### src/rtl/cand_sender_pkg.sv
// Shared definitions for the candidate sender and the downstream min-tracker:
// default word widths and the sender state encoding.
package cand_sender_pkg;

    localparam int unsigned COST_W_DEF = 18;
    localparam int unsigned POS_W_DEF  = 6;

    typedef enum logic [2:0] {
        StIdle,
        StStart,
        StReq,
        StSetup,
        StPulse,
        StFin
    } cand_state_e;

endpackage

### src/rtl/cand_sender.sv
// Walks disparities 0..max_disp, fetches each cost from the cost source and presents
// it to the min-tracker with a setup cycle before every update pulse.
module cand_sender
    import cand_sender_pkg::*;
#(
    parameter int unsigned COST_W = COST_W_DEF,
    parameter int unsigned POS_W  = POS_W_DEF
) (
    input  logic              clk,
    input  logic              rst,
    input  logic              go,
    input  logic [POS_W-1:0]  max_disp,
    output logic              cost_req,
    output logic [POS_W-1:0]  cost_addr,
    input  logic              cost_valid,
    input  logic [COST_W-1:0] cost_data,
    output logic              startsig,
    output logic              update,
    output logic [COST_W-1:0] in,
    output logic [POS_W-1:0]  inp,
    output logic              busy,
    output logic              done
);

    cand_state_e       r_state;
    logic [POS_W-1:0]  r_d;
    logic [POS_W-1:0]  r_maxd;
    logic              r_cost_req;
    logic [POS_W-1:0]  r_cost_addr;
    logic              r_startsig;
    logic              r_update;
    logic [COST_W-1:0] r_in;
    logic [POS_W-1:0]  r_inp;
    logic              r_busy;
    logic              r_done;

    // Each output is set on the edge entering the state that owns it, so it is
    // high for exactly that state.
    always_ff @(posedge clk or posedge rst) begin
        if (rst) begin
            r_state     <= StIdle;
            r_d         <= '0;
            r_maxd      <= '0;
            r_cost_req  <= 1'b0;
            r_cost_addr <= '0;
            r_startsig  <= 1'b0;
            r_update    <= 1'b0;
            r_in        <= '0;
            r_inp       <= '0;
            r_busy      <= 1'b0;
            r_done      <= 1'b0;
        end else begin
            r_startsig <= 1'b0;
            r_update   <= 1'b0;
            r_done     <= 1'b0;
            case (r_state)
                StIdle: begin
                    if (go) begin
                        r_state    <= StStart;
                        r_maxd     <= max_disp;
                        r_d        <= '0;
                        r_busy     <= 1'b1;
                        r_startsig <= 1'b1;
                    end
                end
                StStart: begin
                    r_state     <= StReq;
                    r_cost_req  <= 1'b1;
                    r_cost_addr <= r_d;
                end
                StReq: begin
                    if (cost_valid) begin
                        r_state    <= StSetup;
                        r_cost_req <= 1'b0;
                        r_in       <= cost_data;
                        r_inp      <= r_d;
                    end
                end
                StSetup: begin
                    r_state  <= StPulse;
                    r_update <= 1'b1;
                end
                StPulse: begin
                    // Compare before incrementing so a full-range sweep never wraps d.
                    if (r_d == r_maxd) begin
                        r_state <= StFin;
                        r_done  <= 1'b1;
                    end else begin
                        r_state     <= StReq;
                        r_d         <= r_d + 1'b1;
                        r_cost_req  <= 1'b1;
                        r_cost_addr <= r_d + 1'b1;
                    end
                end
                StFin: begin
                    r_state <= StIdle;
                    r_busy  <= 1'b0;
                end
                default: r_state <= StIdle;
            endcase
        end
    end

    assign cost_req  = r_cost_req;
    assign cost_addr = r_cost_addr;
    assign startsig  = r_startsig;
    assign update    = r_update;
    assign in        = r_in;
    assign inp       = r_inp;
    assign busy      = r_busy;
    assign done      = r_done;

endmodule

### config.mk
export PLATFORM = sky130hd
export DESIGN_NAME = cand_sender
export DESIGN_NICKNAME = d
export VERILOG_FILES = /design/src/rtl/cand_sender_pkg.sv /design/src/rtl/cand_sender.sv
export SDC_FILE = /design/constraint.sdc
export NUM_CORES = 1
export LEC_CHECK = 0
export CORE_MARGIN = 2
export CORE_UTILIZATION = 35
export DETAILED_ROUTE_END_ITERATION = 12
export HOLD_SLACK_MARGIN = 0.15
export PLACE_DENSITY_LB_ADDON = 0.1
export SYNTH_ARGS = -nofsm -noshare
export SYNTH_HDL_FRONTEND = slang
export SYNTH_SLANG_ARGS = --single-unit
### constraint.sdc
create_clock -name clk -period 1.55 [get_ports clk]
set_input_delay 0.155 -clock clk [delete_from_list [all_inputs] [get_ports clk]]
set_output_delay 0.155 -clock clk [all_outputs]
set_load 0.01 [all_outputs]
==> run metrics <==
status=complete, no violations; input/output buffers=62; Mapped Avg Cell Area=11.9 µm²; most common cell in the netlist=dfrtp_1; critical path required time=1.73 ns; vias=1,929; clk buf depth=2; CTS hold repair buffers=0; Hold Vio Cnt, Final=0; Post-Syn Area=0.00250 mm²; CTS H-Tree Depth=2; # setup viols final=0; global-route wire length before repair=9040 µm; GP Congestion=0.821; initial antenna violation count=0; CTS clk-pin slew, worst paths=0.09 ns; largest net degree at the start of global routing=51; post-synthesis cell count=209; # IOs=63; remaining global-route overflow=0; 1st-iter DRT viols=104; Seq cells post-synth=50; Clock Sinks=50; fill count=600; vias in the first global route=1,954; Worst setup SP type=register; net count reported at finish=324; leading area contributor after synthesis=dfrtp_1; die area=0.00782 mm²; Die W=88.5 µm; share of cells above drive strength 1=0.254; CTS Root Cell=clkbuf_8; syn nets=239; number of antenna cells inserted=0; TritonCTS clock tree=built; CP Class=reg2reg; setup total negative slack=0 ns; worst hold path type=in2async; Worst Skew=0.00809 ns; synth warn=0; most area-consuming cells after synthesis=dfrtp_1 (50%), mux2_1 (12%), xnor2_1 (2.5%), buf_6 (1.8%), mux2_2 (1.8%); power density over the cells=1770 mW/mm²; Post-Route WL=5630 µm; post-synth top area share=0.501; Least-Margin Pin Slew=0.335 ns; die height=88.5 µm; Slew Limit Fails=0; worst-path fanout max=5; RSZ-0062 raised after global routing=true; Area Growth Syn to Fin=45.8%; fraction of registers with async set/reset=1.00; Peak VDD IR=0.762 mV; Rows=30; CP endpoint kind=register; DP Wirelength=3920 µm; Yosys cell types=51; Hold Slack=0.198 ns; Pre-antenna DRT Iters=4; fmax=0.662 GHz; max cap viols=0; worst skew pair latency=0.31 ns; CORE AREA=0.00683 mm²; Initial Util=0.365; Global Route Usage Sum=0.148; Leak Pwr=1.47 nW; DR WL/cell=14.4 µm; EDFF count, synth=0; Period minus WS final=1.51 ns; DRC=0; Routed Antenna Nets=0; Top FF cell, synth=dfrtp_1; Slew HR=0.776; routed vias/inst=4.93; final period utilization=0.974; arrival time worst endpoint=1.69 ns; CTS Buf Count=5; sequential area share after synthesis=0.501; commonest cells in the synthesized netlist=dfrtp_1 (50), mux2_1 (27), inv_1 (10)
==> sequential cells by signal, summed over array words and instances, names as in the netlist <==
register,flops
cost_addr,6
inp,6
r_maxd,6
done,1
update,1
in,18
r_state,3
startsig,1
r_d,6
cost_req,1
busy,1
==> worst paths after layout <==
check / start / to / slack, ns / cells past startpoint
max: r_d[1]$_DFFE_PP0P_ / r_d[3]$_DFFE_PP0P_ / 0.04 / 5
min: rst / in[10]$_DFFE_PP0P_ / 0.20 / 3
max reg2reg: r_d[1]$_DFFE_PP0P_ / r_d[3]$_DFFE_PP0P_ / 0.04 / 5
min reg2reg: in[6]$_DFFE_PP0P_ / in[6]$_DFFE_PP0P_ / 0.49 / 1
max in group asynchronous: rst / r_state[1]$_DFFE_PP0P_ / 1.11 / 3
min in group clk: max_disp[5] / r_maxd[5]$_DFFE_PP0P_ / 0.44 / 2
==> cells in the final DEF, fill, tap and decap left out, types with 2 or more instances in the layout <==
master,count
nor2_4,2
a221o_1,3
a211oi_1,3
o211ai_1,4
a2111oi_4,2
buf_12,2
nor2_1,7
a22o_1,3
xnor2_1,5
nor2b_1,4
xnor2_2,4
nor3_2,3
nor3b_1,2
a211oi_2,2
mux2_1,26
a21oi_1,7
mux2_2,5
inv_1,8
xor2_1,2
clkdlybuf4s50_1,62
o21ai_0,4
nand3_1,2
nand2_1,8
o21ai_1,2
dfrtp_1,48
a22oi_1,3
dfrtp_2,2
clkbuf_8,5
inv_2,3
nor3_1,2
o311ai_1,3
buf_6,4
buf_4,25
==> logic make-up after synthesis <==
group           after synthesis  synth area share
xor+xnor                     11            0.0446
mux                          31             0.140
buf+inv                      26            0.0581
simple gates                 38            0.0832
flops                        50             0.501
compound gates               51             0.163
fa+ha+maj                     2            0.0100
==> cell type report <==
class / instances / area (µm²) / share of cell area
clock buffer: 6 / 72.6 / 0.0199
clock inverter: 2 / 37.5 / 0.0103
inverter: 11 / 41.3 / 0.0113
multi-input combinational: 133 / 1220 / 0.335
sequential: 50 / 1250 / 0.345
tap: 96 / 120 / 0.0330
timing repair buffer: 93 / 893 / 0.246
==> what timing repair did <==
item | in CTS | in global routing
endpoints found under the setup margin | 11 | 17
pin swaps | 1 | 7
setup buffers | 0 | 2
gates cloned | 0 | 0
resized for setup | 5 | 21
==> through the flow <==
step                total power [mW]  utilization  cells  instance area (µm²)  setup WS, ns
floorplan                       3.99            -    209                 2540       0.00620
global placement                5.34        0.498    381                 3400       -0.0694
detailed placement              5.36        0.498    381                 3400        -0.102
CTS                             6.33        0.516    389                 3520       0.00510
global route                    6.91        0.533    391                 3640       -0.0252
finish                          6.44        0.533    391                 3640        0.0400
==> critical path, cell delays in order, from the launching register on <==
cell and delay (ns):
dfrtp_1 0.44, xnor2_2 0.17, and4_4 0.24, buf_6 0.14
a2111oi_4 0.30, a211oi_2 0.09
==> routing by layer <==
layer,track usage,vias up,wire (µm)
met5,0,-,0
met4,0.0510,0,83
met3,0.0392,9,353
met2,0.253,60,2650
met1,0.183,937,2540
li1,-,923,-
==> power by group <==
group,switching (mW),internal (mW)
Combinational,1.57,1.82
Sequential,0.324,1.81
Clock,0.432,0.482
No activity file was read; power rests on OpenSTA's default activity.
